### src/rtl/cuckoo_clock.sv
// Time-of-day core: BCD hours/minutes, blinking colon, push-button time setting.
// Define CUCKOO_CLOCK_12H_EN for a 12-hour display (12,01..11); default is 24-hour.
module cuckoo_clock (
    input  logic       clk10hz,
    input  logic       rst_n,
    input  logic       minClkRate,
    input  logic       hourClkRate,
    input  logic       setButton,
    input  logic       setM,
    input  logic       setH,
    output logic [3:0] hourTens,
    output logic [3:0] hourMu,
    output logic [3:0] minTens,
    output logic [3:0] minMu,
    output logic       colon
);

`ifdef CUCKOO_CLOCK_12H_EN
    localparam logic [3:0] RST_HOUR_TENS = 4'd1;
    localparam logic [3:0] RST_HOUR_MU   = 4'd2;
`else
    localparam logic [3:0] RST_HOUR_TENS = 4'd0;
    localparam logic [3:0] RST_HOUR_MU   = 4'd0;
`endif

    logic       runMode;
    logic       minStep;
    logic       hourStep;
    logic       minAt59;
    logic [3:0] blinkCnt;
    logic [3:0] blinkCntNext;
    logic [3:0] minTensNext;
    logic [3:0] minMuNext;
    logic [3:0] hourTensNext;
    logic [3:0] hourMuNext;
    logic       colonNext;

    // In set mode the minute field never carries into hours.
    assign runMode  = setButton;
    assign minAt59  = (minTens == 4'd5) && (minMu == 4'd9);
    assign minStep  = runMode ? minClkRate : (hourClkRate & ~setM);
    assign hourStep = runMode ? (minClkRate & minAt59) : (hourClkRate & ~setH);

    always_comb begin
        minTensNext = minTens;
        minMuNext   = minMu;
        if (minStep) begin
            if (minMu == 4'd9) begin
                minMuNext   = 4'd0;
                minTensNext = (minTens == 4'd5) ? 4'd0 : minTens + 4'd1;
            end else begin
                minMuNext = minMu + 4'd1;
            end
        end
    end

    always_comb begin
        hourTensNext = hourTens;
        hourMuNext   = hourMu;
        if (hourStep) begin
`ifdef CUCKOO_CLOCK_12H_EN
            if (hourTens == 4'd1 && hourMu == 4'd2) begin
                hourTensNext = 4'd0;
                hourMuNext   = 4'd1;
            end
`else
            if (hourTens == 4'd2 && hourMu == 4'd3) begin
                hourTensNext = 4'd0;
                hourMuNext   = 4'd0;
            end
`endif
            else if (hourMu == 4'd9) begin
                hourTensNext = hourTens + 4'd1;
                hourMuNext   = 4'd0;
            end else begin
                hourMuNext = hourMu + 4'd1;
            end
        end
    end

    // Blink counter free-runs in both modes; colon is forced on while setting.
    always_comb begin
        blinkCntNext = (blinkCnt == 4'd9) ? 4'd0 : blinkCnt + 4'd1;
        colonNext    = runMode ? (blinkCntNext < 4'd5) : 1'b1;
    end

    always_ff @(posedge clk10hz) begin
        if (!rst_n) begin
            hourTens <= RST_HOUR_TENS;
            hourMu   <= RST_HOUR_MU;
            minTens  <= 4'd0;
            minMu    <= 4'd0;
            blinkCnt <= 4'd0;
            colon    <= 1'b1;
        end else begin
            hourTens <= hourTensNext;
            hourMu   <= hourMuNext;
            minTens  <= minTensNext;
            minMu    <= minMuNext;
            blinkCnt <= blinkCntNext;
            colon    <= colonNext;
        end
    end

endmodule

### config.mk
export PLATFORM = sky130hd
export DESIGN_NAME = cuckoo_clock
export DESIGN_NICKNAME = d
export VERILOG_FILES = /design/src/rtl/cuckoo_clock.sv
export SDC_FILE = /design/constraint.sdc
export NUM_CORES = 1
export LEC_CHECK = 0
export ABC_AREA = 1
export CAP_MARGIN = 30
export CORE_ASPECT_RATIO = 1.2
export CORE_MARGIN = 8
export CORE_UTILIZATION = 35
export CTS_CLUSTER_SIZE = 8
export DETAILED_ROUTE_END_ITERATION = 10
export HOLD_SLACK_MARGIN = 0.03
export SYNTH_ARGS = -nofsm -noshare
export SYNTH_HDL_FRONTEND = slang
export SYNTH_SLANG_ARGS = --single-unit
### constraint.sdc
create_clock -name clk10hz -period 2.22 [get_ports clk10hz]
set_input_delay 0.444 -clock clk10hz [delete_from_list [all_inputs] [get_ports clk10hz]]
set_output_delay 0.444 -clock clk10hz [all_outputs]
set_load 0.05 [all_outputs]
; After elaboration in Yosys (flattened, before gate mapping)
; Cells that the tools add are included.
[totals]
output_inout_bits = 17
ff_bits = 21
wordCells = 38
[op_classes]
n_lt_le_gt_ge = 1
bitwise_logic = 5
n_mux = 9
reduce_logical = 6
n_eq_ne = 6
n_addsub = 5
[ops]
columns = operator, n
row1 = 2-to-1 mux 4 bit, 7
row2 = adder 4 x 1 -> 4 bit (second input constant), 5
row3 = == test 4 bit (second input constant), 3
row4 = == test 4 x 2 -> 1 bit (second input constant), 2
row5 = AND reduction 2 bit, 3
row6 = == test 4 x 3 -> 1 bit (second input constant), 1
row7 = less-than comparator 4 x 3 -> 1 bit (second input constant), 1
row8 = bitwise AND 1 bit, 3
row9 = logical AND 1 bit, 2
row10 = 2-to-1 mux 1 bit, 2
row11 = inverter 1 bit, 2
row12 = nonzero test 2 bit, 1

; Logic depth before layout (Yosys ltp)
[depth]
ltp_word = 5
ltp_mapped = 9
ltp_nobuf = 8

; Worst setup path before layout
; Ideal clock, no wire load.
[synth_path]
kind = flip-flop to flip-flop
startpoint = reg hourMu[0]
endpoint = reg hourTens[2]
t_arrival_ns = 1.598
setup_time_ns = 0.132
slack_ns = 0.489
stages_incl_launch_ff = 8
path_cell_list = dfxtp_1 > ha_1 > nand2_1 > nand3b_1 > nand2_2 > nand2_1 > nand2_1 > a21oi_1
[synth_between]
elab_chain_cells = 4
elab_cells_between_ends = 6
cone_classes = eq/ne (2) / mux (1) / reduce/logical (3)
[synth_lines]
columns = item, line_no
row1 = from (decl), 12  ; output logic [3:0] hourMu,
row2 = from (signal assigned), 97  ; hourMu <= hourMuNext;
row3 = == test 4 x 2 -> 1 bit, 67  ; if (hourTens == 4'd2 && hourMu == 4'd3) begin
row4 = logical AND 1 bit, 67
row5 = nonzero test 2 bit (no line), n/a
row6 = AND reduction 2 bit (no line), n/a
row7 = to (signal assigned), 96  ; hourTens <= hourTensNext;
row8 = to (decl), 11  ; output logic [3:0] hourTens,
; Parallel ways exist; a longest one is shown, timed or not.
; A chain may end at the register's enable or synchronous reset.

; Worst setup path in the final report
[layout_path]
startpoint = reg hourMu[2]
endpoint = out hourMu[2]
; No word-level cell between the ends.

==> results.ini <==
[power_and_ir_drop]
pwr-share-comb_pct=12.6
seq_power_share_pct=60.1
clkPwrFrac_pct=27.4
p_sw_w=0.000173
total_power_w=0.000662
max-vdd-ir-drop_mv=0.272
leakage_nw=0.565
internal-power_w=0.000489
switching_share_pct=26.2
pwr_density_cell_nw_per_um2=493

[critical_path]
cp_top_family=buffers and inverters
reg2regPathDepth=7
worstSetupPathType=reg -> out
cp_cell_sequence=clkdlybuf4s50_1
slowest_stage=clkdlybuf4s50_1
cp.required_ps=1780
critPathMaxFanout=7
reg2reg_from=hourMu[0]$_SDFFE_PN0P_
startpoint=hourMu[2]$_SDFFE_PN0P_
critical-path-max-stage-delay_ps=850
crit_buf_inv=1
start_kind=register
setup.worst_path.end_class=output pin
worstSetupPathDepth=1
cp.arrival_ps=1610

[synth]
ys_types=19
ys_warn_count=0
yosysSeqAreaShare_pct=40.0
syn_inst=151
ys_ff_latch=21
syn_area_per_cell_sq_um=6.97
syn_area_sq_um=1050
syn_nets=162

[place]
port_buffers=23
place_inst=208
dp_hpwl_um=1740
gp_congestion=0.799
preCtsSetupSlack_ps=333

[die]
rows=22
die_x_um=66.1
io_pins=24
fp.dieArea_sq_um=5020
start_util_pct=35.4
fp.dieH_um=76.1
coreArea_sq_um=2970

[outcome]
status=finished, final reports clean

[layout]
utilization_pct=45.2
regArea_sq_um=420
antenna_cells=0
drive_above_1_share_pct=3.98
fin_cells=212
final_cell_mix=nand2_1, clkdlybuf4s50_1, inv_1, dfxtp_1, nor2_1
area_delta_synth_final_pct=27.6
fill_cells=314
nNetsFinal=188
final_common_cell=nand2_1
multi_input_area_sq_um=534

[drt]
first_pass_iters=5
wl_um=2230
drtAntennaViolNets=0
wl_per_cell_um=10.5
via_per_inst=4.74
vias=1005
drt_iter0_markers=48
drc=0

[clock_tree]
clockBufferDepth=2
cts_resized=0
clock_latency_ps=300
cts_root_buf=clkbuf_4
path_clk_slew_ps=120
cts_setup_buffers=0
numClockSinks=21
htreeDepth=1
cts_tree=yes
cts-hold-fix-buffers=0
cts_buffers=3

[sta]
final.period_utilization_pct=92.5
finalWorstSetupSlack_ps=167
fin_skew_ps=6.99
max_slew_margin_pct=66.4
final_hold_viol_count=0
rsz0062_at_grt=no
finalSetupViolations=0
worstMarginPinSlew_ps=502
fmax_ghz=0.487
drv_slew=0
fin_tns_setup_ps=0
period_needed_ps=2050

[global_route]
grt_max_degree=13
first_global_vias=949
grt_use_total_pct=9.10
grt-ovfl-total=0
antenna_found_initial=0
grt_pass1_wl_um=3860

[min_path]
whs_path_depth=2
min_from=blinkCnt[1]$_SDFF_PN0_
worst_hold_path_type=reg -> reg

[flow_run]
drv_cap=0

==> metal layers <==
layer	vias up	GRT usage, %	routed length, um
met5	-	0	0
met2	21	16.2	1060
li1	529	-	-
met3	2	3.68	168
met1	453	9.32	985
met4	0	2.57	14
==> power groups by stage <==
stage	Clock [W]	Sequential [W]	Combinational, W
5_1_grt	0.000212	0.000400	0.0000928
2_1_floorplan	0	0.000425	0.0000337
6_report	0.000181	0.000398	0.0000833
4_1_cts	0.000189	0.000398	0.0000839
3_3_place_gp	0	0.000406	0.0000828
3_5_place_dp	0	0.000406	0.0000835
==> through the flow <==
stage               hold slack, ps  cell area [sq um]
finish                         509               1340
global route                   524               1340
CTS                            511               1340
detailed placement             492               1320
global placement               478               1320
floorplan                      448               1050
==> Yosys cell counts <==
cell / count / share of area [%]
nand2_1: 34 / 12
dfxtp_1: 21 / 40
inv_1: 21 / 7.5
nor2_1: 19 / 6.8
nand3_1: 13 / 6.2
a21oi_1: 10 / 4.8
o21ai_0: 9 / 4.3
xor2_1: 5 / 4.2
ha_1: 4 / 4.8
nand3b_1: 3 / 2.1
clkbuf_1: 2 / 0.71
nand2_2: 2 / 1.2
nand4_1: 2 / 1.2
and3b_1: 1 / 0.83
buf_6: 1 / 1.1
nor2_2: 1 / 0.59
nor3_1: 1 / 0.48
o21bai_1: 1 / 0.71
o22ai_1: 1 / 0.59
==> final timing paths <==
kind / endpoint / slack (ps)
max reg2reg: hourTens[3]$_SDFFE_PN0P_ / 640
max: hourMu[2] / 170
min reg2reg: blinkCnt[1]$_SDFF_PN0_ / 510
min: blinkCnt[1]$_SDFF_PN0_ / 510
==> kinds of logic after synthesis <==
kind of cell             synth area share [%]
AO/OA/AOI/OAI                            10.3
XOR/XNOR                                 4.16
flip-flops                               40.0
buffers and inverters                    9.28
adder cells (fa/ha/maj)                  4.76
AND/OR/NAND/NOR                          31.5
==> layout make-up <==
type	instances	area share [%]
Clock buffer	4	1.96
Inverter	21	5.87
Multi-Input combinational cell	106	39.8
Sequential cell	21	31.3
Tap cell	36	3.36
Timing Repair Buffer	24	17.7
==> sequential cells by signal (all words and copies together) (netlist names) <==
register and flops:
hourMu 4, minMu 4, hourTens 4, minTens 4
colon 1, blinkCnt 4
(Power assumes the default switching activity.)
